### config.mk
export PLATFORM = sky130hd
export DESIGN_NAME = brcomp_seq
export DESIGN_NICKNAME = d
export VERILOG_FILES = /design/src/rtl/brcomp_seq.sv
export SDC_FILE = /design/constraint.sdc
export NUM_CORES = 1
export LEC_CHECK = 0
export ABC_AREA = 1
export CORE_MARGIN = 3
export CORE_UTILIZATION = 35
export CTS_BUF_LIST = sky130_fd_sc_hd__clkbuf_16
export DETAILED_ROUTE_END_ITERATION = 8
export SLEW_MARGIN = 20
export SYNTH_ARGS = -nofsm -noshare
export SYNTH_HDL_FRONTEND = slang
export SYNTH_SLANG_ARGS = --single-unit
### constraint.sdc
create_clock -name i_clk -period 5.5 [get_ports i_clk]
set_input_delay 0.55 -clock i_clk [delete_from_list [all_inputs] [get_ports i_clk]]
set_output_delay 0.55 -clock i_clk [all_outputs]
set_load 0.01 [all_outputs]
### src/rtl/brcomp_seq.sv
// Multi-cycle RV32I branch comparator: scans operands MSB chunk first, stops at the
// first differing chunk, and returns equal/less/taken over a valid/ready handshake.
module brcomp_seq #(
    parameter int DATA_W  = 32,
    parameter int CHUNK_W = 8
) (
    input  logic              i_clk,
    input  logic              i_rst,
    input  logic              i_valid,
    output logic              o_ready,
    input  logic [DATA_W-1:0] i_rs1_data,
    input  logic [DATA_W-1:0] i_rs2_data,
    input  logic [2:0]        i_funct3,
    input  logic              i_flush,
    output logic              o_valid,
    input  logic              i_ready,
    output logic              o_br_equal,
    output logic              o_br_less,
    output logic              o_br_taken,
    output logic              o_illegal
);

    localparam int NUM_CHUNKS = DATA_W / CHUNK_W;
    localparam int IDX_W      = (NUM_CHUNKS > 1) ? $clog2(NUM_CHUNKS) : 1;
    localparam logic [IDX_W-1:0]  LAST_IDX  = IDX_W'(NUM_CHUNKS - 1);
    localparam logic [DATA_W-1:0] SIGN_MASK = {1'b1, {(DATA_W-1){1'b0}}};

    typedef enum logic [1:0] {
        IDLE,
        CMP,
        DONE
    } state_t;

    state_t state_q, state_d;

    logic [DATA_W-1:0]  a_q, b_q;
    logic [1:0]         f3_q;
    logic [IDX_W-1:0]   idx_q, idx_d;
    logic [CHUNK_W-1:0] a_chunk, b_chunk;
    logic               accept;

    logic valid_d, equal_d, less_d, taken_d, illegal_d;

    // Only funct3[2] (compare kind) and funct3[0] (polarity) matter once accepted.
    function automatic logic resolve_taken(input logic [1:0] f3, input logic eq, input logic lt);
        if (f3[1]) begin
            return lt ^ f3[0];
        end
        return eq ^ f3[0];
    endfunction

    assign o_ready = (state_q == IDLE);
    assign a_chunk = a_q[int'(idx_q) * CHUNK_W +: CHUNK_W];
    assign b_chunk = b_q[int'(idx_q) * CHUNK_W +: CHUNK_W];

    always_comb begin
        state_d   = state_q;
        idx_d     = idx_q;
        accept    = 1'b0;
        valid_d   = o_valid;
        equal_d   = o_br_equal;
        less_d    = o_br_less;
        taken_d   = o_br_taken;
        illegal_d = o_illegal;

        case (state_q)
            IDLE: begin
                valid_d   = 1'b0;
                equal_d   = 1'b0;
                less_d    = 1'b0;
                taken_d   = 1'b0;
                illegal_d = 1'b0;
                if (i_valid && !i_flush) begin
                    accept = 1'b1;
                    idx_d  = LAST_IDX;
                    if (i_funct3[2:1] == 2'b01) begin
                        state_d   = DONE;
                        valid_d   = 1'b1;
                        illegal_d = 1'b1;
                    end else begin
                        state_d = CMP;
                    end
                end
            end

            CMP: begin
                if (i_flush) begin
                    state_d   = IDLE;
                    valid_d   = 1'b0;
                    equal_d   = 1'b0;
                    less_d    = 1'b0;
                    taken_d   = 1'b0;
                    illegal_d = 1'b0;
                end else if (a_chunk != b_chunk) begin
                    state_d   = DONE;
                    valid_d   = 1'b1;
                    equal_d   = 1'b0;
                    less_d    = (a_chunk < b_chunk);
                    taken_d   = resolve_taken(f3_q, 1'b0, (a_chunk < b_chunk));
                    illegal_d = 1'b0;
                end else if (idx_q == '0) begin
                    state_d   = DONE;
                    valid_d   = 1'b1;
                    equal_d   = 1'b1;
                    less_d    = 1'b0;
                    taken_d   = resolve_taken(f3_q, 1'b1, 1'b0);
                    illegal_d = 1'b0;
                end else begin
                    idx_d = idx_q - 1'b1;
                end
            end

            DONE: begin
                if (i_flush || i_ready) begin
                    state_d   = IDLE;
                    valid_d   = 1'b0;
                    equal_d   = 1'b0;
                    less_d    = 1'b0;
                    taken_d   = 1'b0;
                    illegal_d = 1'b0;
                end
            end

            default: begin
                state_d = IDLE;
            end
        endcase
    end

    always_ff @(posedge i_clk or posedge i_rst) begin
        if (i_rst) begin
            state_q    <= IDLE;
            o_valid    <= 1'b0;
            o_br_equal <= 1'b0;
            o_br_less  <= 1'b0;
            o_br_taken <= 1'b0;
            o_illegal  <= 1'b0;
        end else begin
            state_q    <= state_d;
            o_valid    <= valid_d;
            o_br_equal <= equal_d;
            o_br_less  <= less_d;
            o_br_taken <= taken_d;
            o_illegal  <= illegal_d;
        end
    end

    // Flipping the sign bit in signed mode lets the unsigned chunk compare give signed order.
    always_ff @(posedge i_clk or posedge i_rst) begin
        if (i_rst) begin
            a_q   <= '0;
            b_q   <= '0;
            f3_q  <= '0;
            idx_q <= '0;
        end else begin
            idx_q <= idx_d;
            if (accept) begin
                a_q  <= i_rs1_data ^ (i_funct3[1] ? '0 : SIGN_MASK);
                b_q  <= i_rs2_data ^ (i_funct3[1] ? '0 : SIGN_MASK);
                f3_q <= {i_funct3[2], i_funct3[0]};
            end
        end
    end

endmodule

==> reports/metrics.yaml, run 1 <==
clk_path_buf_depth: 2
vias: 3134
std_cell_rows: 36
dpl-instance-area_sq_um: 4540
dp_slack_ns: 2.39
die_w_microns: 109
synthFlopType: "dfrtp_1"
relSlewSlack_pct: 32.3
wl_per_cell_microns: 13.0
synth_xor_xnor_area_share_pct: 0.472
hold_path_class: "flop to flop"
finalSetupViolations: 0
netlist_instances: 472
setup.worst_path.class: "flop to flop"
worst_slack_ns: 2.40
leakage_nw: 2.40
powerDensity_nw_per_um2: 557
netlist-cell-type-count: 26
synth_compound_area_share_pct: 8.87
numCtsBuffers: 9
rsz0062_at_grt: "no"
dpl.hpwl_mm: 6.27
dieArea_sq_um: 11900
worst_pin_slew_ns: 1.02
skew_ns: 0.0103
cts_tree: "done"
clockRootBuffer: "clkbuf_16"
wl_mm: 8.83
synth_area_sq_um: 3710
yosysSeqAreaShare_pct: 50.6
synthAdderAreaFrac_pct: 4.38
fin_tns_setup_ns: 0
seq_area_sq_um: 1880
clk_latency_ns: 0.33
synth-simple-area-share_pct: 30.6
yosysWarnings: 0
report.final.hold_viol_count: 0
hold_buffers: 0
drive_gt1_share_pct: 6.43
synth_edf_count: 0
slew_viol_final: 0
worstPathRequired_ns: 5.67
worstSetupStartpointType: "flop"
drt_iter0_markers: 178
grt_pass1_wl_mm: 15.1
cts.clk_slew.worst_paths_ns: 0.06
post-route-cell-area_sq_um: 4830
crit_path_max_fanout: 34
grt_overflow: 0
synth_area_per_cell_sq_um: 7.86
total_power_mw: 2.69
firstDrtPassIters: 5
grt_start_max_net_pins: 76
die_h_microns: 109
multi_input_area_sq_um: 1650
htreeDepth: 3
antenna_left: 0
grt_antenna_before_repair: 0
avgViaCountPerCell: 4.63
synth_nets: 557
async_flop_share_pct: 100
nets: 624
max-cap-violations: 0
synthToLayoutAreaGrowth_pct: 30.2
drc_errors: 0
routabilityCongestion: 0.834
initial_core_util_pct: 36.9
status: "completed"
track_usage_pct: 16.3
fin_crit_ns: 3.10
fillers: 995
max_freq_mhz: 322
clkSinkCount: 75
synth_mux_area_share_pct: 0
synth_top_family_by_area: "simple AND/OR/NAND/NOR gates"
cp-end-kind: "flop"
first_global_vias: 3128
period_share_pct: 56.4
ys_ff_latch: 75
cts_resized: 0
io_buffer_count: 77
coreArea_sq_um: 10000
peakVddDrop_uv: 231
postCtsSetupBuffers: 0
num_io_pins: 78
crit_arrival_ns: 3.27
antennaDiodeCount: 0
==> cells by family (layout without fill, tap and decap cells) <==
family / count (synthesis) / count (layout)
simple gates: 284 / 284
flops: 75 / 75
compound gates: 57 / 57
buf+inv: 41 / 113
fa+ha+maj: 13 / 13
xor+xnor: 2 / 2
==> cell usage in the layout (no fill, tap or decap) <==
cell type,synthesis,layout
bufinv_16,0,1
nand2_1,241,241
o22ai_1,8,8
clkinv_1,0,1
nand3_1,5,5
nor2_1,25,25
inv_6,0,1
nor2_4,4,4
o21ai_2,1,1
clkbuf_16,0,9
xnor2_1,1,1
clkinv_2,0,2
a21oi_1,14,14
ha_1,13,13
dfrtp_1,75,75
clkdlybuf4s50_1,0,77
inv_4,1,1
nand2_4,1,1
a32o_1,6,6
buf_4,1,2
nor2_2,3,3
nand2_2,2,2
o21ai_0,26,26
o21ai_1,2,2
inv_1,12,13
xor2_1,1,1
inv_2,5,6
nand3_2,2,2
nor3_1,1,1
==> layout make-up <==
class / instances / area share, %
Sequential cell: 75 / 38.9
Multi-Input combinational cell: 356 / 34.1
Timing Repair Buffer: 79 / 16.3
Clock buffer: 9 / 4.66
Tap cell: 133 / 3.45
Inverter: 18 / 1.45
Clock inverter: 7 / 1.24
==> cells in the mapped netlist (2+ instances only) <==
master    number  area (sq um)
inv_2          5          18.8
nand2_2        2          12.5
o21ai_1        2          10.0
nand3_2        2          20.0
buf_2         16          80.1
nor2_2         3          18.8
nand3_1        5          25.0
clkbuf_1       5          18.8
nand2_1      241           905
o21ai_0       26           130
ha_1          13           163
a32o_1         6          60.1
dfrtp_1       75          1880
inv_1         12          45.0
a21oi_1       14          70.1
nor2_1        25          93.8
o22ai_1        8          50.1
nor2_4         4          45.0
==> worst max-delay path: stages (launching register included) <==
cell and delay, ns:
dfrtp_1 0.97, inv_2 0.47, o21ai_0 0.31, o22ai_1 0.13, ha_1 0.30, nand2_1 0.07, nor2_2 0.21, nand3_2 0.13
o21ai_1 0.09, nand2_1 0.11, nor2_1 0.11, a21oi_1 0.05
==> metal layers <==
metal	up-vias	wire length (microns)	track usage [%]
met5	-	0	0
met4	0	118	4.78
met3	8	470	3.61
met2	83	4060	24.8
met1	1426	4190	23.2
li1	1617	-	-
==> metrics by stage <==
| stage | utilization [%] | cells | hold slack, ns |
|---|---|---|---|
| after floorplan | - | 472 | 0.437 |
| after global placement | 45.2 | 661 | 0.456 |
| after detailed placement | 45.2 | 661 | 0.456 |
| after CTS | 48.1 | 677 | 0.470 |
| after global routing | 48.1 | 677 | 0.490 |
| final | 48.1 | 677 | 0.468 |
==> final timing paths <==
kind / cells after the start / end / startpoint / slack, ns
setup / recovery: 11 / idx_q[1] / idx_q[0] / 2.40
hold / removal: 2 / a_q[12] / a_q[12] / 0.47
setup reg to reg: 11 / idx_q[1] / idx_q[0] / 2.40
hold reg to reg: 2 / a_q[12] / a_q[12] / 0.47
max in group asynchronous: 3 / o_valid / i_rst / 4.05
min in group asynchronous: 3 / state_q[1] / i_rst / 0.81
==> registers in the layout (all words and copies together) (netlist names) <==
name        count
a_q            32
b_q            32
f3_q            2
idx_q           2
state_q         2
o_br_equal      1
o_br_less       1
o_br_taken      1
o_illegal       1
o_valid         1
==> where the power goes <==
| part | internal (mW) | total, mW | switching (mW) |
|---|---|---|---|
| sequential | 0.821 | 1.02 | 0.200 |
| combinational | 0.455 | 1.10 | 0.646 |
| clock | 0.346 | 0.570 | 0.223 |
| total | 1.62 | 2.69 | 1.07 |
Power figures use the tool's default switching activity.
==> inputs of run 2 (changes only) <==
==> constraint.sdc (replaced) <==
create_clock -name i_clk -period 3 [get_ports i_clk]
set_input_delay 0.3 -clock i_clk [delete_from_list [all_inputs] [get_ports i_clk]]
set_output_delay 0.3 -clock i_clk [all_outputs]
set_load 0.01 [all_outputs]
==> reports/metrics.yaml, run 2 (synthesized netlist as in run 1, its figures left out) <==
drt_iter0_markers: 181
nets: 627
report.final.hold_viol_count: 0
grt_overflow: 0
worst_pin_slew_ns: 0.657
setup.worst_path.class: "flop to flop"
fin_crit_ns: 2.63
synthToLayoutAreaGrowth_pct: 31.2
grt_start_max_net_pins: 76
initial_core_util_pct: 36.9
clk_path_buf_depth: 2
hold_buffers: 0
seq_area_sq_um: 1880
leakage_nw: 2.41
finalSetupViolations: 0
total_power_mw: 4.97
drive_gt1_share_pct: 6.76
worstSetupStartpointType: "flop"
max_stage_delay_ns: 0.54
fin_tns_setup_ns: 0
skew_ns: 0.00697
postCtsSetupBuffers: 0
reg_top3: "a_q x32, b_q x32"
worst_slack_ns: 0.372
clkSinkCount: 75
dpl.hpwl_mm: 6.57
grt_antenna_before_repair: 0
status: "completed"
wl_per_cell_microns: 13.3
cp_num_buf_inv: 1
critPathTopFamily: "simple AND/OR/NAND/NOR gates"
wl_mm: 9.02
crit_arrival_ns: 2.81
mostFrequentLayoutCells: "nand2_1 (241), clkdlybuf4s50_1 (77), dfrtp_1 (75)"
firstDrtPassIters: 4
first_global_vias: 3184
grt.met2_usage_pct: 25.8
die_w_microns: 109
reg2reg_to: "idx_q[0]"
powerDensity_nw_per_um2: 1020
crit_path_max_fanout: 24
clk_latency_ns: 0.33
io_buffer_count: 77
coreArea_sq_um: 10000
use_met3_pct: 4.26
relSlewSlack_pct: 56.2
numCtsBuffers: 9
avgViaCountPerCell: 4.67
antenna_left: 0
crit_slowest_cell: "inv_1"
track_usage_pct: 16.4
htreeDepth: 3
grt_pass1_wl_mm: 15.2
cts_resized: 0
drc_errors: 0
reg2reg_depth: 12
die_h_microns: 109
antennaDiodeCount: 0
reg2reg_from: "idx_q[1]"
multi_input_area_sq_um: 1650
cp-end-kind: "flop"
cts.clk_slew.worst_paths_ns: 0.05
fillers: 1011
use_met1_pct: 22.1
peakVddDrop_uv: 355
worstPathRequired_ns: 3.18
clockRootBuffer: "clkbuf_16"
vias: 3178
final_common_cell: "nand2_1"
dp_slack_ns: 0.415
hold_path_class: "input pin to async pin"
period_share_pct: 87.6
routabilityCongestion: 0.791
final_cell_count_no_fill: 680
grt-busiest-layer: "met2"
max_freq_mhz: 381
slew_viol_final: 0
path_cells: "inv_1, o21ai_0, nor2_1, a21oi_1, ha_1, nand2_1, nor2_4, nand3_2, o21ai_1, nand2_1, nor2_1, a21oi_1"
rsz0062_at_grt: "no"
max-cap-violations: 0
std_cell_rows: 36
num_io_pins: 78
cts_tree: "done"
dp_cells: 664
dieArea_sq_um: 11900
rrSetupSlack_ns: 0.37
==> run 2: tightest hold or removal path: cells and delay by family <==
| kind | cells | cell delay, ns |
|---|---|---|
| buffers and inverters | 3 | 0.81 |
==> run 2: area by class of cell <==
class | count | area share, %
sequential | 75 | 38.6
multi-input combinational | 356 | 33.8
timing repair buffer | 82 | 16.9
clock buffer | 9 | 4.63
tap | 133 | 3.42
inverter | 18 | 1.44
clock inverter | 7 | 1.26
==> run 2: how the worst max path moves through the flow <==
stage | endpoint | cells after the start | startpoint | slack [ns]
floorplan | a_q[0] | 1 | i_rst | 0.79
global placement | o_valid | 14 | idx_q[1] | 0.55
detailed placement | idx_q[1] | 12 | idx_q[1] | 0.41
CTS | idx_q[1] | 12 | idx_q[1] | 0.40
global route | idx_q[1] | 12 | idx_q[1] | 0.05
finish | idx_q[0] | 12 | idx_q[1] | 0.37
==> run 2: report_power, final <==
part	total, mW	internal [mW]	leakage, nW	switching, mW
logic	2.11	0.855	1.33	1.26
clock network	1.03	0.633	0.143	0.401
registers	1.82	1.51	0.932	0.317
total	4.97	2.99	2.41	1.97
==> run 2: metal layers <==
| metal | wire, microns | vias up |
|---|---|---|
| met5 | 0 | - |
| met1 | 4140 | 1456 |
| met4 | 167 | 0 |
| met2 | 4300 | 76 |
| li1 | - | 1631 |
| met3 | 414 | 15 |
==> run 2: metrics by stage <==
stage | hold WS [ns] | utilization [%] | instance area, sq um
finish | 0.382 | 48.4 | 4870
global route | 0.428 | 48.4 | 4870
global placement | 0.457 | 45.6 | 4580
CTS | 0.397 | 48.4 | 4870
detailed placement | 0.457 | 45.6 | 4580
floorplan | 0.417 | - | 3710
==> inputs of run 3 (changes only) <==
--- a/config.mk
+++ b/config.mk
@@ -6,7 +6,6 @@
 export NUM_CORES = 1
 export LEC_CHECK = 0
 export ABC_AREA = 1
-export CORE_MARGIN = 3
 export CORE_UTILIZATION = 35
 export CTS_BUF_LIST = sky130_fd_sc_hd__clkbuf_16
 export DETAILED_ROUTE_END_ITERATION = 8
==> reports/metrics.yaml, run 3 (synthesized netlist as in run 1, its figures left out) <==
cp_num_buf_inv: 1
postCtsSetupBuffers: 0
antennaDiodeCount: 0
period_share_pct: 87.4
reg_top3: "a_q x32, b_q x32"
crit_end: "idx_q[1]"
clockRootBuffer: "clkbuf_16"
drc_errors: 0
slew_viol_final: 0
wl_mm: 8.65
coreArea_sq_um: 10300
skew_ns: 0.00837
setup.worst_path.class: "flop to flop"
max_freq_mhz: 381
grt_overflow: 0
io_buffer_count: 77
peakVddDrop_uv: 364
synthToLayoutAreaGrowth_pct: 31.7
worstSetupStartpointType: "flop"
reg2reg_from: "idx_q[1]"
firstDrtPassIters: 4
hold_path_class: "input pin to async pin"
die_w_microns: 105
startpoint: "idx_q[1]"
max-cap-violations: 0
grt_antenna_before_repair: 0
crit_slowest_cell: "inv_1"
crit_path_max_fanout: 24
leakage_nw: 2.42
track_usage_pct: 17.2
fin_tns_setup_ns: 0
wl_per_cell_microns: 12.7
worstPathRequired_ns: 3.18
critPathTopFamily: "simple AND/OR/NAND/NOR gates"
reg2reg_depth: 12
drt_iter0_markers: 131
htreeDepth: 3
cp.depth: 12
fin_crit_ns: 2.62
hold_buffers: 0
clk_latency_ns: 0.34
grt_start_max_net_pins: 36
dieArea_sq_um: 11000
status: "completed"
powerDensity_nw_per_um2: 1020
die_h_microns: 105
num_io_pins: 78
std_cell_rows: 37
dpl.hpwl_mm: 6.36
rrSetupSlack_ns: 0.38
vias: 3114
report.final.hold_viol_count: 0
finalSetupViolations: 0
avgViaCountPerCell: 4.55
max_stage_delay_ns: 0.56
cts_tree: "done"
first_global_vias: 3117
clk_path_buf_depth: 2
drive_gt1_share_pct: 7.48
crit_arrival_ns: 2.81
clkSinkCount: 75
initial_core_util_pct: 36.1
mostFrequentLayoutCells: "nand2_1 (241), clkdlybuf4s50_1 (77), dfrtp_1 (75)"
final_common_cell: "nand2_1"
nets: 628
hold_ws_ns: 0.264
cts_resized: 0
fillers: 1046
routabilityCongestion: 0.765
cp-end-kind: "flop"
reg2reg_to: "idx_q[1]"
numCtsBuffers: 9
worst_pin_slew_ns: 0.679
relSlewSlack_pct: 54.7
grt_pass1_wl_mm: 14.8
cts.clk_slew.worst_paths_ns: 0.06
path_cells: "inv_1, o21ai_0, nor2_1, a21oi_1, ha_1, nand2_1, nor2_4, nand3_2, o21ai_1, nand2_1, nor2_1, a21oi_1"
rsz0062_at_grt: "no"
antenna_left: 0
-- run 3: changes by cell type in the layout (fill, tap and decap cells not counted), sizes merged --
cell	before	now
clkinvlp	1	0
clkinv	3	5
buf	5	6
inv	20	19
-- run 3: worst register-to-register path, stage by stage, from the launching register on --
cell	delay, ns
dfrtp_1	0.50
inv_1	0.56
o21ai_0	0.20
nor2_1	0.12
a21oi_1	0.05
ha_1	0.32
nand2_1	0.10
nor2_4	0.17
nand3_2	0.12
o21ai_1	0.09
nand2_1	0.11
nor2_1	0.10
a21oi_1	0.05
-- run 3: cell type report --
type	instances	area (sq um)	area share [%]
Clock buffer	9	225	4.61
Clock inverter	7	70.1	1.43
Inverter	18	70.1	1.43
Multi-Input combinational cell	356	1650	33.7
Sequential cell	75	1880	38.4
Tap cell	136	170	3.48
Timing Repair Buffer	83	828	17.0
-- run 3: stage by stage --
step | cell area, sq um | total power, mW | std cells | setup WS (ns) | util, %
after floorplan | 3710 | 3.34 | 472 | 0.790 | -
after global placement | 4590 | 3.90 | 668 | 0.473 | 44.7
after detailed placement | 4590 | 3.95 | 668 | 0.417 | 44.7
after CTS | 4890 | 5.02 | 684 | 0.396 | 47.5
after global routing | 4890 | 5.43 | 684 | 0.114 | 47.5
final | 4890 | 4.98 | 684 | 0.377 | 47.5
-- run 3: where the power goes --
group          total [mW]  switching, mW  leakage (nW)  internal (mW)
Sequential           1.81          0.303         0.932           1.51
Clock                1.06          0.414         0.151          0.641
Combinational        2.11           1.26          1.34          0.854
Total                4.98           1.97          2.42           3.00
-- run 3: per-layer routing --
metal | share of wire, % | track usage (%) | routed length (microns) | vias up
li1 | - | - | - | 1630
met1 | 51 | 24.3 | 4400 | 1414
met2 | 44 | 25.8 | 3790 | 59
met3 | 3.9 | 3.81 | 339 | 11
met4 | 1.4 | 6.04 | 125 | 0
met5 | 0 | 0 | 0 | -
-- run 3: worst min-delay path by stage --
stage / startpoint / slack [ns] / end / cells after the start
after detailed placement: a_q[13] / 0.45 / a_q[13] / 2
after floorplan: i_rs1_data[10] / 0.42 / a_q[10] / 2
after CTS: i_rst / 0.28 / b_q[30] / 2
after global placement: a_q[13] / 0.45 / a_q[13] / 2
after global routing: i_rst / 0.32 / b_q[30] / 2
final: i_rst / 0.26 / b_q[30] / 2
